**src/rtl/stopwatch_core.sv**
```systemverilog
// BCD MM:SS stopwatch / countdown core with a speed-scaled step divider.
// Defining STOPWATCH_LAP_EN enables lap capture; otherwise the lap outputs are tied to 0.
module stopwatch_core #(
  parameter int BASE_DIV = 12500000,
  parameter int SPD_MAX  = 2,
  parameter int MIN_MAX  = 59,
  localparam int SPD_W   = (SPD_MAX > 0) ? $clog2(SPD_MAX + 1) : 1
) (
  input  logic             clk,
  input  logic             rst,
  input  logic             run_tgl,
  input  logic             dir_tgl,
  input  logic             fast,
  input  logic             slow,
  input  logic             clr,
  input  logic             load,
  input  logic [7:0]       load_mm,
  input  logic [7:0]       load_ss,
  input  logic             lap,
  output logic [7:0]       mm,
  output logic [7:0]       ss,
  output logic             running,
  output logic             down,
  output logic [SPD_W-1:0] speed,
  output logic             step,
  output logic             done,
  output logic [7:0]       lap_mm,
  output logic [7:0]       lap_ss,
  output logic [3:0]       lap_cnt
);

  localparam int DIV_W = $clog2(BASE_DIV << SPD_MAX);
  localparam logic [SPD_W-1:0] SPD_TOP = SPD_W'(SPD_MAX);
  localparam logic [7:0] MIN_BCD = {4'(MIN_MAX / 10), 4'(MIN_MAX % 10)};

  function automatic logic [7:0] bcd_inc(input logic [7:0] v);
    return (v[3:0] == 4'd9) ? {v[7:4] + 4'd1, 4'd0} : v + 8'd1;
  endfunction

  function automatic logic [7:0] bcd_dec(input logic [7:0] v);
    return (v[3:0] == 4'd0) ? {v[7:4] - 4'd1, 4'd9} : v - 8'd1;
  endfunction

  logic [DIV_W-1:0] div_q, div_d, div_tc;
  logic [7:0]       mm_d, ss_d;
  logic             run_d, down_d, step_d, done_d, tick;
  logic [SPD_W-1:0] speed_d;
  logic             load_ok, spd_up, spd_dn;

  assign div_tc  = DIV_W'((BASE_DIV << speed) - 1);
  assign load_ok = (load_mm[7:4] <= 4'd9) && (load_mm[3:0] <= 4'd9) &&
                   (load_ss[7:4] <= 4'd5) && (load_ss[3:0] <= 4'd9) &&
                   (load_mm <= MIN_BCD);
  assign spd_up  = slow && !fast && (speed != SPD_TOP);
  assign spd_dn  = fast && !slow && (speed != '0);

  always_comb begin
    mm_d    = mm;
    ss_d    = ss;
    run_d   = running;
    down_d  = down;
    speed_d = speed;
    div_d   = div_q;
    step_d  = 1'b0;
    done_d  = 1'b0;
    tick    = running && (div_q == div_tc);
    if (clr) begin
      mm_d  = '0;
      ss_d  = '0;
      run_d = 1'b0;
      div_d = '0;
    end else begin
      if (load && load_ok) begin
        mm_d  = load_mm;
        ss_d  = load_ss;
        run_d = 1'b0;
        div_d = '0;
      end else begin
        if (running) div_d = tick ? '0 : div_q + 1'b1;
        if (tick) begin
          step_d = 1'b1;
          if (!down) begin
            if (ss == 8'h59) begin
              ss_d = '0;
              mm_d = (mm == MIN_BCD) ? 8'h00 : bcd_inc(mm);
            end else begin
              ss_d = bcd_inc(ss);
            end
          end else begin
            // a step already at 00:00 holds the time but still terminates
            if (ss != 8'h00) ss_d = bcd_dec(ss);
            else if (mm != 8'h00) begin
              ss_d = 8'h59;
              mm_d = bcd_dec(mm);
            end
            if (mm_d == 8'h00 && ss_d == 8'h00) begin
              done_d = 1'b1;
              run_d  = 1'b0;
            end
          end
        end
        if (run_tgl) run_d = (down && mm_d == 8'h00 && ss_d == 8'h00) ? 1'b0 : !run_d;
      end
      if (dir_tgl) down_d = !down;
      if (spd_up) begin
        speed_d = speed + 1'b1;
        div_d   = '0;
      end else if (spd_dn) begin
        speed_d = speed - 1'b1;
        div_d   = '0;
      end
    end
  end

  always_ff @(posedge clk) begin
    if (rst) begin
      mm      <= '0;
      ss      <= '0;
      running <= 1'b0;
      down    <= 1'b0;
      speed   <= '0;
      div_q   <= '0;
      step    <= 1'b0;
      done    <= 1'b0;
    end else begin
      mm      <= mm_d;
      ss      <= ss_d;
      running <= run_d;
      down    <= down_d;
      speed   <= speed_d;
      div_q   <= div_d;
      step    <= step_d;
      done    <= done_d;
    end
  end

`ifdef STOPWATCH_LAP_EN
  always_ff @(posedge clk) begin
    if (rst || clr) begin
      lap_mm  <= '0;
      lap_ss  <= '0;
      lap_cnt <= '0;
    end else if (lap) begin
      lap_mm <= mm;
      lap_ss <= ss;
      if (lap_cnt != 4'd15) lap_cnt <= lap_cnt + 4'd1;
    end
  end
`else
  logic lap_unused;
  assign lap_unused = lap;
  assign lap_mm     = '0;
  assign lap_ss     = '0;
  assign lap_cnt    = '0;
`endif

endmodule

```
**config.mk**
```make
export PLATFORM = sky130hd
export DESIGN_NAME = stopwatch_core
export DESIGN_NICKNAME = d
export VERILOG_FILES = /design/src/rtl/stopwatch_core.sv
export SDC_FILE = /design/constraint.sdc
export NUM_CORES = 1
export LEC_CHECK = 0
export CAP_MARGIN = 0
export CELL_PAD_IN_SITES_DETAIL_PLACEMENT = 2
export CELL_PAD_IN_SITES_GLOBAL_PLACEMENT = 2
export CORE_MARGIN = 3
export CORE_UTILIZATION = 30
export DETAILED_ROUTE_END_ITERATION = 12
export GPL_ROUTABILITY_DRIVEN = 0
export PLACE_DENSITY_LB_ADDON = 0.1
export SLEW_MARGIN = 10
export SYNTH_ARGS = -nofsm -noshare
export SYNTH_HDL_FRONTEND = slang
export SYNTH_SLANG_ARGS = --single-unit
```
**constraint.sdc**
```tcl
create_clock -name clk -period 4.94 [get_ports clk]
set_input_delay 0.988 -clock clk [delete_from_list [all_inputs] [get_ports clk]]
set_output_delay 0.988 -clock clk [all_outputs]
set_load 0.03 [all_outputs]
```
==> results.py, run 1 <==
metrics = {
    "routing": {
        "routed_wl_mm": 13.9,
        "drc": 0,
        "ant_nets": 0,
        "vias": 4055,
        "firstDrtPassIters": 4,
        "viasPerCell": 5.42,
        "wl_per_cell_um": 18.5,
        "drtIter0Drc": 230,
    },
    "power": {
        "ir_drop_uv": 110,
        "p_total_uw": 878,
        "clkPwrFrac": 0.396,
        "powerDensity_nw_per_um2": 190,
        "p_int_uw": 627,
        "switching_share": 0.287,
        "p_leak_nw": 1.66,
        "p_comb_frac": 0.149,
        "power_switching_uw": 252,
        "power_frac_seq": 0.455,
    },
    "global_route": {
        "grt_pass1_wl_mm": 23.2,
        "grt-ovfl-total": 0,
        "antenna_found_initial": 0,
        "grt_pass1_vias": 4268,
        "grt_max_degree": 24,
        "grt_usage": 0.197,
    },
    "floorplan": {
        "io_pins": 67,
        "dieArea_um2": 14600,
        "start_util": 0.310,
        "die_width_um": 121,
        "coreArea_um2": 12800,
        "rows": 41,
        "chipHeight_um": 121,
    },
    "timing": {
        "fmax_mhz": 249,
        "fin_hold_ws_ps": 499,
        "fin_crit_sh": 0.814,
        "setup-violations-final": 0,
        "slew_violations": 0,
        "setup_slack_ps": 919,
        "clock_skew_ps": 5.14,
        "finalHoldViolCount": 0,
        "post-route-min-period_ps": 4020,
        "tightest_slew_ps": 940,
        "setup_tns_ps": 0,
        "relSlewSlack": 0.370,
        "rsz0062_at_grt": "false",
    },
    "logic_synthesis": {
        "synth_fa_ha_area_frac": 0.0506,
        "syn_inst": 542,
        "synth.area.mux_share": 0.0396,
        "synth_area_um2": 3950,
        "synth.distinct_cells": 69,
        "yosys.area_share.simple": 0.319,
        "seq_area_frac_synth": 0.243,
        "syn_avg_cell_area_um2": 7.29,
        "ys_seq_elements": 48,
        "synth-compound-area-share": 0.186,
        "yosysWarningCount": 0,
        "synthFlopType": "dfxtp_1",
        "synth_xor_area_frac": 0.0753,
        "synth_top_family_by_area": "simple AND/OR/NAND/NOR gates",
        "async_reset_ff_frac": 0,
        "synth-edff-count": 0,
    },
    "run": {
        "cap_violations": 0,
    },
    "min_path": {
        "worstHoldPathCells": 2,
        "hp-class": "flop to flop",
    },
    "final_layout": {
        "diodes": 0,
        "nFillCells": 1504,
        "final_cells": 748,
        "mostFrequentLayoutCell": "nor2_1",
        "final_nets": 616,
        "area_delta_synth_final_pct": 17.2,
        "final_cell_mix": "81 x nor2_1, 57 x nand2_1, 48 x dfxtp_1",
        "seqCellArea_um2": 961,
        "drive_above_1_share": 0.0521,
        "multi_input_area_um2": 2720,
    },
    "place": {
        "place_worst_setup_slack_ps": 1010,
        "dp_hpwl_mm": 11.0,
        "port_buffers": 45,
        "place_inst": 740,
    },
    "critical_path": {
        "r2r_cells": 10,
        "worstPathArrival_ps": 4200,
        "reg2reg_slack_ps": 920,
        "crit_path_end_kind": "flop",
        "startpoint": "speed[1]$_SDFFE_PP0P_",
        "crit_type": "flop to flop",
        "crit_path_end": "running$_SDFF_PP0_",
        "startpoint_type": "flop",
        "r2r-end": "running$_SDFF_PP0_",
        "cp_data_required_time_ps": 5120,
        "rr_startpoint": "speed[1]$_SDFFE_PP0P_",
        "worstPathMaxFanout": 18,
    },
    "clock_network": {
        "cts_root_buffer": "clkbuf_16",
        "post-cts-setup-buffers": 0,
        "clkSinkCount": 48,
        "clk_path_buf_depth": 2,
        "cts_tree": "built",
        "path_clk_slew_ps": 70,
        "clk_latency_ps": 290,
        "cts_inserted_buffers": 5,
        "cts_resized": 0,
        "cts_hold_buffers": 0,
        "htreeDepth": 2,
    },
    "outcome": {
        "status": "finished clean",
    },
}
sequential cells by signal, indices dropped and copies added (netlist names):
name,count
step,1
ss,8
mm,8
down,1
speed,2
div_q,26
running,1
done,1
metrics by stage:
| step | util | instance area, um^2 |
|---|---|---|
| after global placement | 0.351 | 4490 |
| after CTS | 0.363 | 4630 |
| after detailed placement | 0.351 | 4490 |
| final | 0.363 | 4630 |
| after global routing | 0.363 | 4630 |
| after floorplan | - | 4030 |
cells by family (layout without fill, tap and decap cells):
logic type | Yosys count | count (layout)
flip-flops | 48 | 48
buffers and inverters | 66 | 81
XOR/XNOR | 34 | 34
multiplexers | 15 | 15
AO/OA/AOI/OAI | 109 | 109
adder cells (fa/ha/maj) | 16 | 16
other | 1 | 20
AND/OR/NAND/NOR | 253 | 253
metal layers:
layer / track usage / up-vias / wire (um)
met5: 0 / - / 0
li1: - / 1942 / -
met2: 0.311 / 83 / 6250
met3: 0.0220 / 9 / 539
met4: 0.0411 / 0 / 138
met1: 0.288 / 2021 / 6930
area by class of cell:
| cell class | count | area share |
|---|---|---|
| sequential | 48 | 0.207 |
| timing repair buffer | 53 | 0.110 |
| inverter | 20 | 0.0162 |
| clock inverter | 3 | 0.00513 |
| multi-input combinational | 447 | 0.588 |
| tap | 172 | 0.0464 |
| clock buffer | 5 | 0.0270 |
worst min-delay path by stage:
stage	start	to	slack, ps
after floorplan	div_q[1]$_SDFFE_PP0P_	div_q[1]$_SDFFE_PP0P_	460
after global placement	div_q[1]$_SDFFE_PP0P_	div_q[1]$_SDFFE_PP0P_	480
after detailed placement	div_q[1]$_SDFFE_PP0P_	div_q[1]$_SDFFE_PP0P_	500
after CTS	div_q[1]$_SDFFE_PP0P_	div_q[1]$_SDFFE_PP0P_	510
after global routing	div_q[1]$_SDFFE_PP0P_	div_q[1]$_SDFFE_PP0P_	550
final	div_q[1]$_SDFFE_PP0P_	div_q[1]$_SDFFE_PP0P_	500
synthesized netlist by cell type, types with 6 or more instances:
master     n  area, um^2
xnor2_1   14         123
or3_1      6        37.5
a21oi_1   25         125
a22oi_1    7        52.6
nor3b_1    7        52.6
nor2_1    81         304
clkbuf_1  17        63.8
ha_1      16         200
nand2_1   57         214
buf_4     21         158
nand3_1   17        85.1
inv_1     19        71.3
and3_1     9        56.3
nor4_1    10        62.6
a211oi_1   8        60.1
mux2i_1   10         100
xor2_1    20         175
nor2b_1   12        75.1
nand2b_1   9        56.3
nor3_1    15        75.1
o21ai_0   20         100
dfxtp_1   48         961
power groups by stage:
| stage | Sequential (mW) | Combinational (mW) | Clock, mW |
|---|---|---|---|
| floorplan | 0.406 | 0.0944 | 0 |
| CTS | 0.400 | 0.132 | 0.357 |
| global placement | 0.408 | 0.129 | 0 |
| finish | 0.400 | 0.131 | 0.348 |
| detailed placement | 0.409 | 0.131 | 0 |
| global route | 0.401 | 0.145 | 0.376 |
critical path, cell delays in order, from the launching register on:
cell	delay, ps
dfxtp_1	750
nand2b_1	260
ha_1	260
xor2_1	150
o2111a_1	290
nor4b_1	300
or4b_1	660
o21ai_1	200
o21ai_0	190
or4_1	550
o31a_1	300
Power figures use the tool's default switching activity.
==> inputs of run 2 (changes only) <==
==> constraint.sdc (replaced) <==
create_clock -name clk -period 4.11 [get_ports clk]
set_input_delay 0.822 -clock clk [delete_from_list [all_inputs] [get_ports clk]]
set_output_delay 0.822 -clock clk [all_outputs]
set_load 0.03 [all_outputs]
==> results.py, run 2 (same netlist as run 1, synthesis figures left out) <==
metrics = {
    "clock_network": {
        "cts_inserted_buffers": 5,
        "clkSinkCount": 48,
        "htreeDepth": 2,
        "cts_tree": "built",
        "cts_resized": 0,
        "cts_root_buffer": "clkbuf_16",
        "clk_latency_ps": 300,
        "path_clk_slew_ps": 70,
        "cts_hold_buffers": 0,
        "clk_path_buf_depth": 2,
        "post-cts-setup-buffers": 0,
    },
    "global_route": {
        "grt-ovfl-total": 0,
        "antenna_found_initial": 0,
        "grt_max_degree": 40,
        "grt_pass1_vias": 4267,
        "grt_pass1_wl_mm": 23.5,
        "grt_usage": 0.204,
    },
    "min_path": {
        "worstHoldPathCells": 2,
        "hold-path-endpoint": "div_q[1]$_SDFFE_PP0P_",
        "hp-start": "div_q[1]$_SDFFE_PP0P_",
        "hp-class": "flop to flop",
    },
    "critical_path": {
        "r2r-end": "running$_SDFF_PP0_",
        "startpoint_type": "flop",
        "cp_slowest_cell": "or4_1",
        "worstPathArrival_ps": 3920,
        "worstPathCellList": "nor2_1, inv_1, ha_1, xor2_1, o2111a_1, nand2b_1, or4_1, o41ai_1, o21ai_1, nor4_1, nand4_1, o31a_1",
        "worstPathMaxFanout": 11,
        "rr_startpoint": "speed[0]$_SDFFE_PP0P_",
        "critPathMaxStageDelay_ps": 630,
        "crit_type": "flop to flop",
        "reg2reg_slack_ps": 380,
        "r2r_cells": 12,
        "crit_path_end_kind": "flop",
        "cp_data_required_time_ps": 4300,
    },
    "final_layout": {
        "largest_register_ffs": 26,
        "final_cell_mix": "81 x nor2_1, 57 x nand2_1, 48 x dfxtp_1",
        "diodes": 0,
        "final_nets": 631,
        "final_cells": 763,
        "drive_above_1_share": 0.0761,
        "reg_top3": "div_q (26), mm (8), ss (8)",
        "mostFrequentLayoutCell": "nor2_1",
        "largest_register": "div_q",
        "post-route-util": 0.373,
        "area_delta_synth_final_pct": 20.6,
    },
    "routing": {
        "vias": 4064,
        "drtIter0Drc": 204,
        "drc": 0,
        "routed_wl_mm": 14.5,
        "viasPerCell": 5.33,
        "ant_nets": 0,
        "firstDrtPassIters": 4,
        "wl_per_cell_um": 19.0,
    },
    "outcome": {
        "status": "finished clean",
    },
    "power": {
        "p_total_mw": 1.13,
        "p_leak_nw": 1.75,
        "powerDensity_nw_per_um2": 238,
        "ir_drop_uv": 274,
    },
    "place": {
        "place_inst": 755,
        "port_buffers": 45,
        "dp_hpwl_mm": 11.6,
    },
    "floorplan": {
        "io_pins": 67,
        "chipHeight_um": 121,
        "dieArea_um2": 14600,
        "start_util": 0.310,
        "coreArea_um2": 12800,
        "die_width_um": 121,
        "rows": 41,
    },
    "timing": {
        "finalHoldViolCount": 0,
        "setup_tns_ps": 0,
        "post-route-min-period_ps": 3730,
        "setup-violations-final": 0,
        "clock_skew_ps": 5.84,
        "rsz0062_at_grt": "false",
        "fin_crit_sh": 0.908,
        "slew_violations": 0,
        "fmax_mhz": 268,
        "tightest_slew_ps": 809,
        "relSlewSlack": 0.458,
    },
    "run": {
        "cap_violations": 0,
    },
}
[run 2: changes by cell type in the layout (fill, tap and decap cells not counted), sizes merged]
cell / before / now
clkinvlp: 2 / 1
buf: 8 / 23
bufinv: 0 / 1
inv: 20 / 21
clkinv: 1 / 0
[run 2: final cells by class]
class                   instances  area, um^2
inverters                      20        75.1
flip-flops and latches         48         961
fillers                      1516        8000
repair buffers                 68         623
multi-input cells             447        2720
clock buffers                   5         125
clock inverters                 3        46.3
well taps                     172         215
[run 2: metrics by stage]
stage,setup slack [ps],hold slack (ps),cell area (um^2)
after floorplan,495,458,4030
after global placement,500,477,4600
after detailed placement,388,503,4600
after CTS,347,512,4770
after global routing,131,554,4770
final,380,510,4770
[run 2: worst max-delay path by stage]
stage,cells after the start,to,start,slack [ps]
floorplan,14,running$_SDFF_PP0_,speed[0]$_SDFFE_PP0P_,500
finish,12,running$_SDFF_PP0_,speed[0]$_SDFFE_PP0P_,380
global route,12,running$_SDFF_PP0_,speed[0]$_SDFFE_PP0P_,130
CTS,11,running$_SDFF_PP0_,speed[0]$_SDFFE_PP0P_,350
detailed placement,11,running$_SDFF_PP0_,speed[0]$_SDFFE_PP0P_,390
global placement,10,running$_SDFF_PP0_,speed[0]$_SDFFE_PP0P_,500
[run 2: worst max-delay path, delay by kind of cell, from the launching register on]
family,cells,cell delay [ps]
XOR/XNOR,1,140
flip-flops,1,430
AND/OR/NAND/NOR,5,1450
buffers and inverters,1,90
adder cells (fa/ha/maj),1,300
AO/OA/AOI/OAI,4,1200
[run 2: where the power goes]
part | internal (mW) | leakage [nW] | switching [mW]
logic | 0.0620 | 1.28 | 0.107
clock network | 0.290 | 0.0804 | 0.202
registers | 0.468 | 0.387 | 0.00573
total | 0.820 | 1.75 | 0.315
[run 2: per-layer routing]
metal,up-vias,global-route usage,share of wire
li1,1967,-,-
met1,1995,0.281,0.47
met2,93,0.336,0.46
met3,9,0.0407,0.058
met4,0,0.0347,0.0095
met5,-,0,0
